===== src/rtl/game_ctrl_mc_if.sv =====
// Controller bus for game_ctrl_mc: sprite alpha inputs, game controls, crash/score outputs.
`ifndef GAME_STATUS_BIT_LEN
`define GAME_STATUS_BIT_LEN 3
`endif

interface game_ctrl_mc_if #(
  parameter int unsigned N_ENEMY = 4,
  parameter int unsigned SCORE_W = 16
);
  logic                            frame_i;
  logic                            disp_i;
  logic                            me_alpha_i;
  logic                            bullet_alpha_i;
  logic [N_ENEMY-1:0]              enemy_alpha_i;
  logic                            gamestart_i;
  logic                            pause_i;
  logic [`GAME_STATUS_BIT_LEN-1:0] game_status_o;
  logic                            crash_me_enemy_o;
  logic [N_ENEMY-1:0]              crash_enemy_bullet_o;
  logic [N_ENEMY-1:0]              bomb_o;
  logic [2:0]                      lives_o;
  logic [SCORE_W-1:0]              score_o;
  logic [SCORE_W-1:0]              hiscore_o;

  modport master (
    output frame_i, disp_i, me_alpha_i, bullet_alpha_i, enemy_alpha_i, gamestart_i, pause_i,
    input  game_status_o, crash_me_enemy_o, crash_enemy_bullet_o, bomb_o, lives_o, score_o,
           hiscore_o
  );

  modport slave (
    input  frame_i, disp_i, me_alpha_i, bullet_alpha_i, enemy_alpha_i, gamestart_i, pause_i,
    output game_status_o, crash_me_enemy_o, crash_enemy_bullet_o, bomb_o, lives_o, score_o,
           hiscore_o
  );
endinterface


===== src/rtl/game_ctrl_mc.sv =====
// Plane-war game controller: per-pixel collision detect, per-frame kill/hit accounting, game FSM.
// Optional high-score register enabled by defining GAME_CTRL_HISCORE_EN.
module game_ctrl_mc #(
  parameter int unsigned N_ENEMY    = 4,
  parameter int unsigned LIVES      = 3,
  parameter int unsigned INVULN_FRM = 60,
  parameter int unsigned SCORE_W    = 16
) (
  input logic           clk_vga,
  input logic           rst,
  game_ctrl_mc_if.slave bus
);
  localparam int unsigned INV_W = $clog2(INVULN_FRM + 1);
  localparam int unsigned POP_W = $clog2(N_ENEMY + 1);
  localparam int unsigned SUM_W = SCORE_W + POP_W;
  localparam logic [SCORE_W-1:0] SCORE_MAX = '1;

  typedef enum logic [2:0] {
    ST_PAUSE   = 3'b000,
    ST_RUN     = 3'b001,
    ST_PRERUN  = 3'b010,
    ST_OVER    = 3'b011,
    ST_RESPAWN = 3'b101
  } state_t;

  state_t             state;
  state_t             resume;
  logic [2:0]         lives;
  logic [SCORE_W-1:0] score;
  logic [N_ENEMY-1:0] kill;
  logic [N_ENEMY-1:0] bomb;
  logic               hit_me;
  logic               pause_q;
  logic               over_armed;
  logic [INV_W-1:0]   inv_cnt;

  logic               crash_me;
  logic [N_ENEMY-1:0] crash_eb;
  logic               pause_rise;
  logic               active;
  logic [POP_W-1:0]   kill_cnt;
  logic [SUM_W-1:0]   score_sum;
  logic [SCORE_W-1:0] score_nx;

  // Raw per-pixel overlaps; held low during reset so downstream never sees garbage.
  assign crash_me   = ~rst & bus.disp_i & bus.me_alpha_i & (|bus.enemy_alpha_i);
  assign crash_eb   = {N_ENEMY{~rst & bus.disp_i & bus.bullet_alpha_i}} & bus.enemy_alpha_i;
  assign pause_rise = bus.pause_i & ~pause_q;
  assign active     = (state == ST_RUN) || (state == ST_RESPAWN);

  // Saturating score increment from the number of channels destroyed this frame.
  always_comb begin
    kill_cnt = '0;
    for (int i = 0; i < int'(N_ENEMY); i++) kill_cnt = kill_cnt + POP_W'(kill[i]);
    score_sum = SUM_W'(score) + SUM_W'(kill_cnt);
    score_nx  = (score_sum > SUM_W'(SCORE_MAX)) ? SCORE_MAX : score_sum[SCORE_W-1:0];
  end

  always_ff @(posedge clk_vga or posedge rst) begin
    if (rst) begin
      state      <= ST_PRERUN;
      resume     <= ST_RUN;
      lives      <= 3'(LIVES);
      score      <= '0;
      bomb       <= '0;
      kill       <= '0;
      hit_me     <= 1'b0;
      pause_q    <= 1'b0;
      over_armed <= 1'b0;
      inv_cnt    <= '0;
    end else begin
      pause_q <= bus.pause_i;
      bomb    <= '0;
      if (bus.frame_i) begin
        // Frame boundary: settle accumulated flags; overrides any same-cycle control request.
        kill   <= '0;
        hit_me <= 1'b0;
        if (active) begin
          bomb  <= kill;
          score <= score_nx;
        end
        if (state == ST_RUN && hit_me) begin
          lives <= lives - 3'd1;
          if (lives == 3'd1) begin
            state      <= ST_OVER;
            over_armed <= 1'b0;
          end else begin
            state   <= ST_RESPAWN;
            inv_cnt <= INV_W'(INVULN_FRM);
          end
        end else if (state == ST_RESPAWN) begin
          inv_cnt <= inv_cnt - INV_W'(1);
          if (inv_cnt == INV_W'(1)) state <= ST_RUN;
        end
      end else begin
        if (state == ST_RUN && crash_me) hit_me <= 1'b1;
        if (active) kill <= kill | crash_eb;
        case (state)
          ST_PRERUN: if (bus.gamestart_i) begin
            state <= ST_RUN;
            lives <= 3'(LIVES);
            score <= '0;
          end
          // Restart only after the start request has been seen released once.
          ST_OVER: begin
            if (!bus.gamestart_i) over_armed <= 1'b1;
            else if (over_armed) state <= ST_PRERUN;
          end
          ST_RUN, ST_RESPAWN: if (pause_rise) begin
            resume <= state;
            state  <= ST_PAUSE;
          end
          ST_PAUSE: if (pause_rise) state <= resume;
          default: ;
        endcase
      end
    end
  end

`ifdef GAME_CTRL_HISCORE_EN
  logic [SCORE_W-1:0] hiscore;
  logic               enter_over;

  assign enter_over = bus.frame_i && (state == ST_RUN) && hit_me && (lives == 3'd1);

  always_ff @(posedge clk_vga or posedge rst) begin
    if (rst) hiscore <= '0;
    else if (enter_over && (score_nx > hiscore)) hiscore <= score_nx;
  end

  assign bus.hiscore_o = hiscore;
`else
  assign bus.hiscore_o = '0;
`endif

  assign bus.game_status_o        = state;
  assign bus.crash_me_enemy_o     = crash_me;
  assign bus.crash_enemy_bullet_o = crash_eb;
  assign bus.bomb_o               = bomb;
  assign bus.lives_o              = lives;
  assign bus.score_o              = score;
endmodule


===== src/flat_wrapper.sv =====
// flat-port wrapper written by rule: the top's interface ports become plain ports
module game_ctrl_mc_flat 
#(
  parameter int unsigned N_ENEMY    = 4,
  parameter int unsigned LIVES      = 3,
  parameter int unsigned INVULN_FRM = 60,
  parameter int unsigned SCORE_W    = 16
)
  (clk_vga, rst, bus_frame_i, bus_disp_i, bus_me_alpha_i, bus_bullet_alpha_i, bus_enemy_alpha_i, bus_gamestart_i, bus_pause_i, bus_game_status_o, bus_crash_me_enemy_o, bus_crash_enemy_bullet_o, bus_bomb_o, bus_lives_o, bus_score_o, bus_hiscore_o);
  game_ctrl_mc_if #(.N_ENEMY(N_ENEMY), .SCORE_W(SCORE_W)) bus_i ();
  input logic clk_vga;
  input logic rst;
  input wire logic [$bits(bus_i.frame_i)-1:0] bus_frame_i;
  input wire logic [$bits(bus_i.disp_i)-1:0] bus_disp_i;
  input wire logic [$bits(bus_i.me_alpha_i)-1:0] bus_me_alpha_i;
  input wire logic [$bits(bus_i.bullet_alpha_i)-1:0] bus_bullet_alpha_i;
  input wire logic [$bits(bus_i.enemy_alpha_i)-1:0] bus_enemy_alpha_i;
  input wire logic [$bits(bus_i.gamestart_i)-1:0] bus_gamestart_i;
  input wire logic [$bits(bus_i.pause_i)-1:0] bus_pause_i;
  output wire logic [$bits(bus_i.game_status_o)-1:0] bus_game_status_o;
  output wire logic [$bits(bus_i.crash_me_enemy_o)-1:0] bus_crash_me_enemy_o;
  output wire logic [$bits(bus_i.crash_enemy_bullet_o)-1:0] bus_crash_enemy_bullet_o;
  output wire logic [$bits(bus_i.bomb_o)-1:0] bus_bomb_o;
  output wire logic [$bits(bus_i.lives_o)-1:0] bus_lives_o;
  output wire logic [$bits(bus_i.score_o)-1:0] bus_score_o;
  output wire logic [$bits(bus_i.hiscore_o)-1:0] bus_hiscore_o;
  assign bus_i.frame_i = bus_frame_i;
  assign bus_i.disp_i = bus_disp_i;
  assign bus_i.me_alpha_i = bus_me_alpha_i;
  assign bus_i.bullet_alpha_i = bus_bullet_alpha_i;
  assign bus_i.enemy_alpha_i = bus_enemy_alpha_i;
  assign bus_i.gamestart_i = bus_gamestart_i;
  assign bus_i.pause_i = bus_pause_i;
  assign bus_game_status_o = bus_i.game_status_o;
  assign bus_crash_me_enemy_o = bus_i.crash_me_enemy_o;
  assign bus_crash_enemy_bullet_o = bus_i.crash_enemy_bullet_o;
  assign bus_bomb_o = bus_i.bomb_o;
  assign bus_lives_o = bus_i.lives_o;
  assign bus_score_o = bus_i.score_o;
  assign bus_hiscore_o = bus_i.hiscore_o;
  game_ctrl_mc #(.N_ENEMY(N_ENEMY), .LIVES(LIVES), .INVULN_FRM(INVULN_FRM), .SCORE_W(SCORE_W)) u_core (.clk_vga(clk_vga), .rst(rst), .bus(bus_i));
endmodule

===== config.mk =====
export PLATFORM = sky130hd
export DESIGN_NAME = game_ctrl_mc_flat
export DESIGN_NICKNAME = d
export VERILOG_FILES = /design/src/rtl/game_ctrl_mc_if.sv /design/src/rtl/game_ctrl_mc.sv /design/src/flat_wrapper.sv
export SDC_FILE = /design/constraint.sdc
export NUM_CORES = 1
export LEC_CHECK = 0
export ABC_CLOCK_PERIOD_IN_PS = 5700
export CAP_MARGIN = 20
export CORE_MARGIN = 4
export CORE_UTILIZATION = 45
export CTS_BUF_LIST = sky130_fd_sc_hd__clkbuf_8 sky130_fd_sc_hd__clkbuf_16
export CTS_CLUSTER_DIAMETER = 80
export DETAILED_ROUTE_END_ITERATION = 8
export PLACE_DENSITY = 0.69
export SLEW_MARGIN = 20
export SYNTH_ARGS = -nofsm -noshare
export SYNTH_HDL_FRONTEND = slang
export SYNTH_SLANG_ARGS = --single-unit

===== constraint.sdc =====
create_clock -name clk_vga -period 5.7 [get_ports clk_vga]
set_clock_uncertainty 0.15 [all_clocks]
set_input_delay 1.14 -clock clk_vga [delete_from_list [all_inputs] [get_ports clk_vga]]
set_output_delay 1.14 -clock clk_vga [all_outputs]
set_load 0.01 [all_outputs]

**Word level (Yosys, flattened, before mapping)**

Cells that the tools add are included.

- Flip-flop bits (word level): 42
- Input bits: 12
- Output and inout port bits: 47

- Add/sub/neg operators: 6
- $lt $le $gt $ge: 1
- Equality and inequality tests: 18
- Muxes and demuxes: 34
- Bitwise operators: 10
- Reduce and logical (&&, ||, !) cells: 19

Operator list:

| operator | count |
|---|---|
| 2-to-1 mux 16 bit | 5 |
| 2-to-1 mux 3 bit | 14 |
| greater-than comparator 19 x 16 -> 1 bit, second input constant | 1 |
| 2-to-1 mux 6 bit | 3 |
| adder 16 x 3 -> 17 bit | 1 |
| 2-to-1 mux 4 bit | 4 |
| one-hot mux 3 bit (4 select lines) | 1 |
| AND reduction 3 bit | 4 |
| nonzero test 2 bit | 6 |
| inequality test 3 x 2 -> 1 bit, second input constant | 3 |
| AND reduction 8 bit | 1 |
| 2-to-1 mux 1 bit | 7 |
| adder 3 x 1 -> 3 bit | 2 |
| == test 3 x 1 -> 1 bit, second input constant | 2 |
| == test 3 x 2 -> 1 bit, second input constant | 2 |
| == test 6 x 1 -> 1 bit, second input constant | 1 |
| inequality test 2 x 1 -> 1 bit, second input constant | 3 |
| inequality test 3 x 1 -> 1 bit, second input constant | 2 |
| inequality test 3 bit, second input constant | 2 |
| subtractor 6 x 1 -> 6 bit, second input constant | 1 |
| AND 1 bit | 5 |
| nonzero test 5 bit | 1 |
| AND 4 bit | 1 |
| inequality test 2 bit, second input constant | 2 |
| 11 further kinds | 14 |

**Logic depth before layout (Yosys ltp)**

- Depth in word-level cells: 8
- Depth in mapped cells: 12

**Worst setup path before layout**

OpenSTA, ideal clock, no wires.

- Path type: input to output
- Start point: in rst
- End point: out bus_crash_enemy_bullet_o[0]
- Arrival time: 2.547 ns
- Required time: 4.410 ns
- Slack: 1.863 ns
- Stages on the path: 3
- Cell sequence: inv_1 > and3_1 > and2_1

- Cells in the longest elaborated chain, start to end: 4

Ends and longest elaborated chain:

| what | RTL line | text |
|---|---|---|
| from (decl) | flat_wrapper.sv:12 | `input logic rst;` |
| inverter 1 bit | game_ctrl_mc.sv:47 | `assign crash_eb = {N_ENEMY{~rst & bus.disp_i & bus.bullet_alpha_i}} & bus.enemy_alpha_i;` |
| AND 1 bit (2 in series) | game_ctrl_mc.sv:47 |  |
| AND 4 bit | game_ctrl_mc.sv:47 |  |
| to (decl) | flat_wrapper.sv:22 | `output wire logic [$bits(bus_i.crash_enemy_bullet_o)-1:0] bus_crash_enemy_bullet_o;` |

Every way passes these cells.

**Final worst setup path**

Ends and elaborated chain as after synthesis.

==> flow_metrics.env <==
export IMPL_cts_repair_timing_setup_buffer_count=0
export IMPL_grt_total_usage=0.1563
export IMPL_drt_pass1_iterations=4
export IMPL_clock_group_share_of_total_power=0.270
export IMPL_synth_warning_count=0
export IMPL_setup_worst_path_start="rst"
export IMPL_initialDrtViolationCount=100
export IMPL_synth_area_leaders="dfrtp_1, o21ai_0, buf_4, ha_1, dfstp_2"
export IMPL_crit_path_cell_trace="clkdlybuf4s50_1 -> inv_1 -> and3_1 -> and2_1 -> clkdlybuf4s50_1"
export IMPL_synth_area_leader_cell="dfrtp_1"
export IMPL_place_port_buffers=42
export IMPL_status="finished clean"
export IMPL_clkLatencyLatePin_ps=300
export IMPL_postcts_resize_cnt=0
export IMPL_final_max_slew_violation_count=0
export IMPL_cp_buffers_inverters=3
export IMPL_power_per_cell_area_nw_per_um2=281.3
export IMPL_min_period_over_period=0.7612
export IMPL_number_of_endpoints_failing_setup_at_the_final_stage=0
export IMPL_post_route_drc_count=0
export IMPL_cts_made_buffers=5
export IMPL_timing_hold_worst_endpoint="u_core.resume[0]"
export IMPL_dieArea_sq_um=7012
export IMPL_die_width_um=83.74
export IMPL_area_growth_syn_to_layout_pct=18.66
export IMPL_yosys_area_top_type_share=0.3684
export IMPL_initial_antenna_violation_count=0
export IMPL_setup_repair_after_global_routing_missed_its_margin="false"
export IMPL_share_of_layout_cells_above_drive_strength_1=0.08889
export IMPL_clkSlewWorstSetupHoldPaths_ps=80
export IMPL_antennaDiodeCount=0
export IMPL_detail_route_wirelength_mm=5.472
export IMPL_ioPinCount=59
export IMPL_final_hold_violation_count=0
export IMPL_finalWeightedCongestion=0.7945
export IMPL_p_leak_nw=1.349
export IMPL_power_switching_w=0.0002843
export IMPL_initial_utilization=0.4659
export IMPL_start_kind="input port"
export IMPL_cts_htree_levels=2
export IMPL_logic_pwr_share=0.281
export IMPL_grt_pass1_wl_mm=9.142
export IMPL_synthCells=277
export IMPL_place_hpwl_mm=3.831
export IMPL_worst_setup_path_end_kind="output pin"
export IMPL_pwr_share_seq=0.449
export IMPL_tightestPinTransition_ps=823.8
export IMPL_clk_path_buf_depth=2
export IMPL_core_area_sq_um=5540
export IMPL_drtAntennaViolNets=0
export IMPL_global_route_overflow_total=0
export IMPL_mostFrequentLayoutCell="clkdlybuf4s50_1"
export IMPL_vias_per_inst=5.328
export IMPL_top_delay_family_on_crit_path="buffers and inverters"
export IMPL_synth_seq_cells=42
export IMPL_cts_tree="built"
export IMPL_number_of_enable_type_register_cells_in_the_synthesized_netlist=0
export IMPL_syn_avg_cell_area_sq_um=9.319
export IMPL_holdCritStartpoint="u_core.resume[0]"
export IMPL_route_vias_total=2062
export IMPL_placement_rows=27
export IMPL_cts_root_buf="clkbuf_8"
export IMPL_max_stage_delay_ps=530
export IMPL_synthesis_area_sq_um=2581
export IMPL_critical_path_arrival_ps=3050
export IMPL_reg2reg_setup_slack_ps=2270
export IMPL_hold_depth=1
export IMPL_required_ps=4410
export IMPL_setup_total_negative_slack_ps=0
export IMPL_clock_sinks=42
export IMPL_top_library_cells_by_usage_in_the_layout_fill_and_taps_aside="clkdlybuf4s50_1, dfrtp_1, o21ai_0, nand2_1, inv_1"
export IMPL_timing_slew_headroom=0.4491
export IMPL_max_cap_viol_count=0
export IMPL_rr_worst_depth=11
export IMPL_worst_r2r_endpoint="u_core.bus.score_o[5]"
export IMPL_worstReg2RegStart="u_core.kill[0]"
export IMPL_average_wire_length_per_cell_after_detail_routing_um=14.14
export IMPL_post_layout_min_period_ps=4339
export IMPL_final_core_util=0.5528
export IMPL_min_path_type="flop to flop"
export IMPL_die_y_um=83.74
export IMPL_asr_flop_ratio_synth=1.000
export IMPL_slowest_stage="clkdlybuf4s50_1"
export IMPL_nNetsFinal=337
export IMPL_ys_flop_type="dfrtp_1"
export IMPL_path_max_fanout=19
export IMPL_maximum_number_of_pins_on_one_net_before_global_route_repair=27
export IMPL_synth_yosys_seq_area_share=0.4091
export IMPL_timing_worst_setup_path_type="input port to output pin"
export IMPL_synth_distinct_cells=58
export IMPL_timing_critical_path_mode_cell="clkdlybuf4s50_1"
export IMPL_power_report_internal_total_w=0.0005772
export IMPL_vdd_drop_max_v=0.0001834
export IMPL_max_freq_ghz=0.2305
export IMPL_hold_buffer_count_at_cts=0
export IMPL_first_global_vias=1935
export IMPL_netSwitchingFraction=0.3300
==> area by class of cell <==
| class | instances | area (sq um) |
|---|---|---|
| timing repair buffer | 43 | 427.9 |
| clock inverter | 3 | 37.54 |
| multi-input combinational | 206 | 1323 |
| clock buffer | 5 | 68.82 |
| inverter | 16 | 60.06 |
| tap | 72 | 90.09 |
| fill | 525 | 2477 |
| sequential | 42 | 1056 |
==> synthesized netlist by cell type (2+ instances only) <==
library cell  number
nor2_1            17
clkbuf_1           4
fa_1               2
nor2b_1            3
nor3_1             6
a31oi_1            6
buf_2              3
a21oi_1           14
ha_1               9
dfrtp_1           38
and3_1             2
o21ai_0           28
buf_4             18
nor4_1             2
xnor2_1            2
mux2_2             5
nand4b_1           2
o21ai_1            4
xor2_1             3
buf_6              3
nand3_1            7
a21o_1             2
a21bo_2            2
nor3b_1            5
nand2_1           27
a41oi_1            2
nand2b_1           3
and2_1             7
nand4_1            4
inv_1             16
dfstp_2            4
==> worst max-delay path by stage <==
stage                                   to  slack, ps  cells after the start
6_report       bus_crash_enemy_bullet_o[0]       1360                      5
5_1_grt        bus_crash_enemy_bullet_o[1]       1190                      5
4_1_cts        bus_crash_enemy_bullet_o[0]       1300                      5
3_5_place_dp   bus_crash_enemy_bullet_o[0]       1300                      5
3_3_place_gp   bus_crash_enemy_bullet_o[0]       1350                      5
2_1_floorplan  bus_crash_enemy_bullet_o[0]       1860                      3
==> layer usage <==
metal / GRT usage / part of all wire / vias to the layer above / wire [um]
met5: 0 / 0 / - / 0
met4: 0.04678 / 0.011 / 0 / 62
met3: 0.03554 / 0.047 / 7 / 255
met2: 0.2487 / 0.48 / 51 / 2621
met1: 0.2119 / 0.46 / 991 / 2532
li1: - / - / 1013 / -
==> worst register-to-register path, delay by kind of cell, from the launching register on <==
| family | cells | cell delay (ps) |
|---|---|---|
| and+or+nand+nor | 2 | 370 |
| AOI/OAI and AO/OA | 3 | 970 |
| DFF | 1 | 390 |
| adders and majority gates | 4 | 1350 |
| buffers and inverters | 2 | 90 |
==> registers in the layout, indices dropped and copies added, names as in the netlist <==
signal / count
u_core.bus.score_o: 16
u_core.inv_cnt: 6
u_core.bus.bomb_o: 4
u_core.kill: 4
u_core.bus.game_status_o: 3
u_core.bus.lives_o: 3
u_core.resume: 3
u_core.hit_me: 1
u_core.over_armed: 1
u_core.pause_q: 1
==> power groups by stage <==
stage | Clock (W) | Sequential, W | Combinational, W
2_1_floorplan | 0 | 0.000381 | 0.000189
3_3_place_gp | 0 | 0.000391 | 0.000238
3_5_place_dp | 0 | 0.000392 | 0.000243
4_1_cts | 0.000237 | 0.000387 | 0.000245
5_1_grt | 0.000249 | 0.000396 | 0.000274
6_report | 0.000232 | 0.000387 | 0.000242
==> per-stage QoR <==
stage / setup WS, ps / area [sq um] / power [W] / std cells / hold WS, ps
after floorplan: 1863 / 2638 / 0.0005701 / 292 / 304.3
after global placement: 1349 / 2957 / 0.0006294 / 379 / 328.9
after detailed placement: 1300 / 2957 / 0.0006354 / 379 / 331.9
after CTS: 1301 / 3063 / 0.0008690 / 387 / 349.5
after global routing: 1186 / 3063 / 0.0009192 / 387 / 363.6
final: 1361 / 3063 / 0.0008615 / 387 / 350.2
==> kinds of logic (layout without fill, tap and decap cells) <==
group,count (synthesis),in the layout,synth area share
simple gates,98,98,0.2162
compound gates,71,71,0.1750
buf+inv,44,67,0.1003
flops,42,42,0.4091
fa+ha+maj,11,11,0.05914
xor+xnor,5,5,0.01697
mux,5,5,0.02181
other cells,1,16,0.001453
Power figures use the tool's default switching activity.
==> patch (config.mk and constraints unchanged) <==
`SCORE_W` is set to 16 in 3 places; all go to 32.
--- a/src/rtl/game_ctrl_mc_if.sv
+++ b/src/rtl/game_ctrl_mc_if.sv
@@ -5,7 +5,7 @@
 
 interface game_ctrl_mc_if #(
   parameter int unsigned N_ENEMY = 4,
-  parameter int unsigned SCORE_W = 16
+  parameter int unsigned SCORE_W = 32
 );
   logic                            frame_i;
   logic                            disp_i;
--- a/src/rtl/game_ctrl_mc.sv
+++ b/src/rtl/game_ctrl_mc.sv
@@ -4,7 +4,7 @@
   parameter int unsigned N_ENEMY    = 4,
   parameter int unsigned LIVES      = 3,
   parameter int unsigned INVULN_FRM = 60,
-  parameter int unsigned SCORE_W    = 16
+  parameter int unsigned SCORE_W    = 32
 ) (
   input logic           clk_vga,
   input logic           rst,
--- a/src/flat_wrapper.sv
+++ b/src/flat_wrapper.sv
@@ -4,7 +4,7 @@
   parameter int unsigned N_ENEMY    = 4,
   parameter int unsigned LIVES      = 3,
   parameter int unsigned INVULN_FRM = 60,
-  parameter int unsigned SCORE_W    = 16
+  parameter int unsigned SCORE_W    = 32
 )
   (clk_vga, rst, bus_frame_i, bus_disp_i, bus_me_alpha_i, bus_bullet_alpha_i, bus_enemy_alpha_i, bus_gamestart_i, bus_pause_i, bus_game_status_o, bus_crash_me_enemy_o, bus_crash_enemy_bullet_o, bus_bomb_o, bus_lives_o, bus_score_o, bus_hiscore_o);
   game_ctrl_mc_if #(.N_ENEMY(N_ENEMY), .SCORE_W(SCORE_W)) bus_i ();
Interface: changed (resized bus_hiscore_o and bus_score_o); port bits go from 59 to 91. No check against the original RTL was run, so the function may have changed too.
==> patch against the original RTL <==
Total power up 31%; design area up 37%; utilization up 1.2 points; critical path depth down 1; combinational power up 12%; synthesized cell count up 33%; synthesized area up 36%; sequential cell count up 16; setup slack better by 0.22 ns; via count up 40%; routed wire length up 48%; fmax up 5.4%.
==> patch: results (changes against the original RTL) <==
[metrics] largest driver fanout on the critical path: 3 (was 19)
[metrics] LEAKAGE: 1.84 nW (was 1.35 nW)
[metrics] number of cell instances on the worst register-to-register path: 12 (was 11)
[metrics] gp weighted congestion: 0.822 (was 0.795)
[metrics] transition time of the tightest slew-check pin: 0.884 ns (was 0.824 ns)
[metrics] buffers added on ports: 58 (was 42)
[metrics] arrival time at the worst endpoint: 2.83 ns (was 3.05 ns)
[metrics] number of nets in the layout: 444 (was 337)
[metrics] leading post-synthesis cells by instance count: sky130_fd_sc_hd__dfrtp_1 (54), sky130_fd_sc_hd__buf_4 (33), sky130_fd_sc_hd__nor2_1 (26) (was sky130_fd_sc_hd__dfrtp_1 (38), sky130_fd_sc_hd__o21ai_0 (28), sky130_fd_sc_hd__nand2_1 (27))
[metrics] maximum VDD drop: 0.240 mV (was 0.183 mV)
[metrics] cell with the largest stage delay on the worst path: sky130_fd_sc_hd__or4_1 (was sky130_fd_sc_hd__clkdlybuf4s50_1)
[metrics] antenna violations before repair: 0 (unchanged)
[metrics] cell types occupying the most area after synthesis: sky130_fd_sc_hd__dfrtp_1 (39%), sky130_fd_sc_hd__buf_4 (7.1%), sky130_fd_sc_hd__a31oi_1 (3.2%) (was sky130_fd_sc_hd__dfrtp_1 (37%), sky130_fd_sc_hd__o21ai_0 (5.4%), sky130_fd_sc_hd__buf_4 (5.2%))
[metrics] number of H-tree levels: 3 (was 2)
[metrics] multiplexer fraction of the synthesized cell area: 0.00642 (was 0.0218)
[metrics] Largest register FFs: 32 (was 16)
[metrics] count of different cell masters after synthesis: 62 (was 58)
[metrics] synthesized instance count: 368 (was 277)
[metrics] via count of the first global-routing pass: 2740 (was 1935)
[metrics] share of layout cells above drive strength 1: 0.0915 (was 0.0889)
[metrics] total length of routed wires: 8080 um (was 5470 um)
[metrics] sequential element share of the synthesized area: 0.415 (was 0.409)
[metrics] Cells on Worst Hold Path: 2 (was 1)
[metrics] global-route wire length before repair: 13500 um (was 9140 um)
[metrics] share of the synthesized area in compound gates (AO/OA/AOI/OAI): 0.177 (was 0.175)
[metrics] first-iteration detailed-routing DRC count: 105 (was 100)
[metrics] run status: completed (unchanged)
[metrics] Synth Area in XOR/XNOR: 0.0150 (was 0.0170)
[metrics] HPWL after DPL: 5760 um (was 3830 um)
[metrics] all-layer global routing usage: 0.187 (was 0.156)
[metrics] routed vias/inst: 5.48 (was 5.33)
[metrics] Int Power: 0.000773 W (was 0.000577 W)
[metrics] arithmetic-cell share of the synthesized area counting full adders, half adders and majority gates: 0.0435 (was 0.0591)
[metrics] Cells after DPL: 509 (was 379)
[metrics] Skew-Pair Late Insertion Delay: 0.33 ns (was 0.30 ns)
[metrics] number of post-CTS setup repair buffers: 0 (unchanged)
[metrics] maximum number of pins on one net before global-route repair: 48 (was 27)
[metrics] filler instances: 669 (was 525)
[metrics] Post-Layout Cell Count: 525 (was 387)
[metrics] number of buffers inserted during clock tree synthesis: 9 (was 5)
[metrics] clock transition at the registers of the reported paths: 0.06 ns (was 0.08 ns)
## patch: cell types whose count changed after synthesis, moves of 6 or more
cell                      unedited run  this run
sky130_fd_sc_hd__nand2_1            27        20
sky130_fd_sc_hd__a31oi_1             6        18
sky130_fd_sc_hd__buf_4              18        33
sky130_fd_sc_hd__a21oi_1            14        20
sky130_fd_sc_hd__and3_1              2        12
sky130_fd_sc_hd__nor2_1             17        26
sky130_fd_sc_hd__o21ai_0            28        14
sky130_fd_sc_hd__nand3_1             7        15
sky130_fd_sc_hd__dfrtp_1            38        54
## patch: path summary, 6_finish.rpt
kind / startpoint / end / slack [ns]
setup / recovery: bus_enemy_alpha_i[1] / bus_crash_me_enemy_o / 1.58
hold / removal: u_core.kill[3]$_DFFE_PP0P_ / u_core.kill[3]$_DFFE_PP0P_ / 0.37
setup reg to reg: u_core.kill[0]$_DFFE_PP0P_ / u_core.bus.score_o[25]$_DFFE_PP0P_ / 2.26
hold reg to reg: u_core.kill[3]$_DFFE_PP0P_ / u_core.kill[3]$_DFFE_PP0P_ / 0.37
max in group asynchronous: rst / u_core.bus.score_o[29]$_DFFE_PP0P_ / 3.58
min in group asynchronous: rst / u_core.pause_q$_DFF_PP0_ / 0.94
## patch: metal layers
layer / up-vias / global-route usage / part of all wire
li1: 1401 / - / -
met1: 1364 / 0.257 / 0.46
met2: 103 / 0.290 / 0.47
met3: 9 / 0.0336 / 0.059
met4: 0 / 0.0746 / 0.014
met5: - / 0 / 0
## patch: cell type report
cell class              instances  area [sq um]  share of cell area
inverters                      14          52.6              0.0126
flip-flops and latches         58          1460               0.348
well taps                      99           124              0.0296
multi-input cells             278          1780               0.424
repair buffers                 60           596               0.142
clock inverters                 4          17.5             0.00418
clock buffers                  12           165              0.0394
## patch: cells by family after synthesis
group                      after synthesis
AOI/OAI and AO/OA                       91
and+or+nand+nor                        136
other                                    1
buffers and inverters                   63
xor gates and xnor gates                 6
DFF                                     58
adders and majority gates               11
muxes                                    2
## patch: metrics by stage
| stage | area, sq um | utilization | setup WS (ns) | power (W) |
|---|---|---|---|---|
| 6_report | 4190 | 0.565 | 1.58 | 0.00112 |
| 5_1_grt | 4190 | 0.565 | 1.51 | 0.00120 |
| 4_1_cts | 4190 | 0.565 | 1.58 | 0.00114 |
| 3_5_place_dp | 4000 | 0.540 | 1.58 | 0.000786 |
| 3_3_place_gp | 4000 | 0.540 | 1.60 | 0.000783 |
| 2_1_floorplan | 3620 | - | 1.50 | 0.000702 |
## patch: power groups by stage
stage	sequential [W]	combinational, W	clock, W
6_report	0.000507	0.000270	0.000348
5_1_grt	0.000515	0.000308	0.000374
4_1_cts	0.000508	0.000274	0.000356
3_5_place_dp	0.000515	0.000271	0
3_3_place_gp	0.000515	0.000268	0
2_1_floorplan	0.000516	0.000185	0
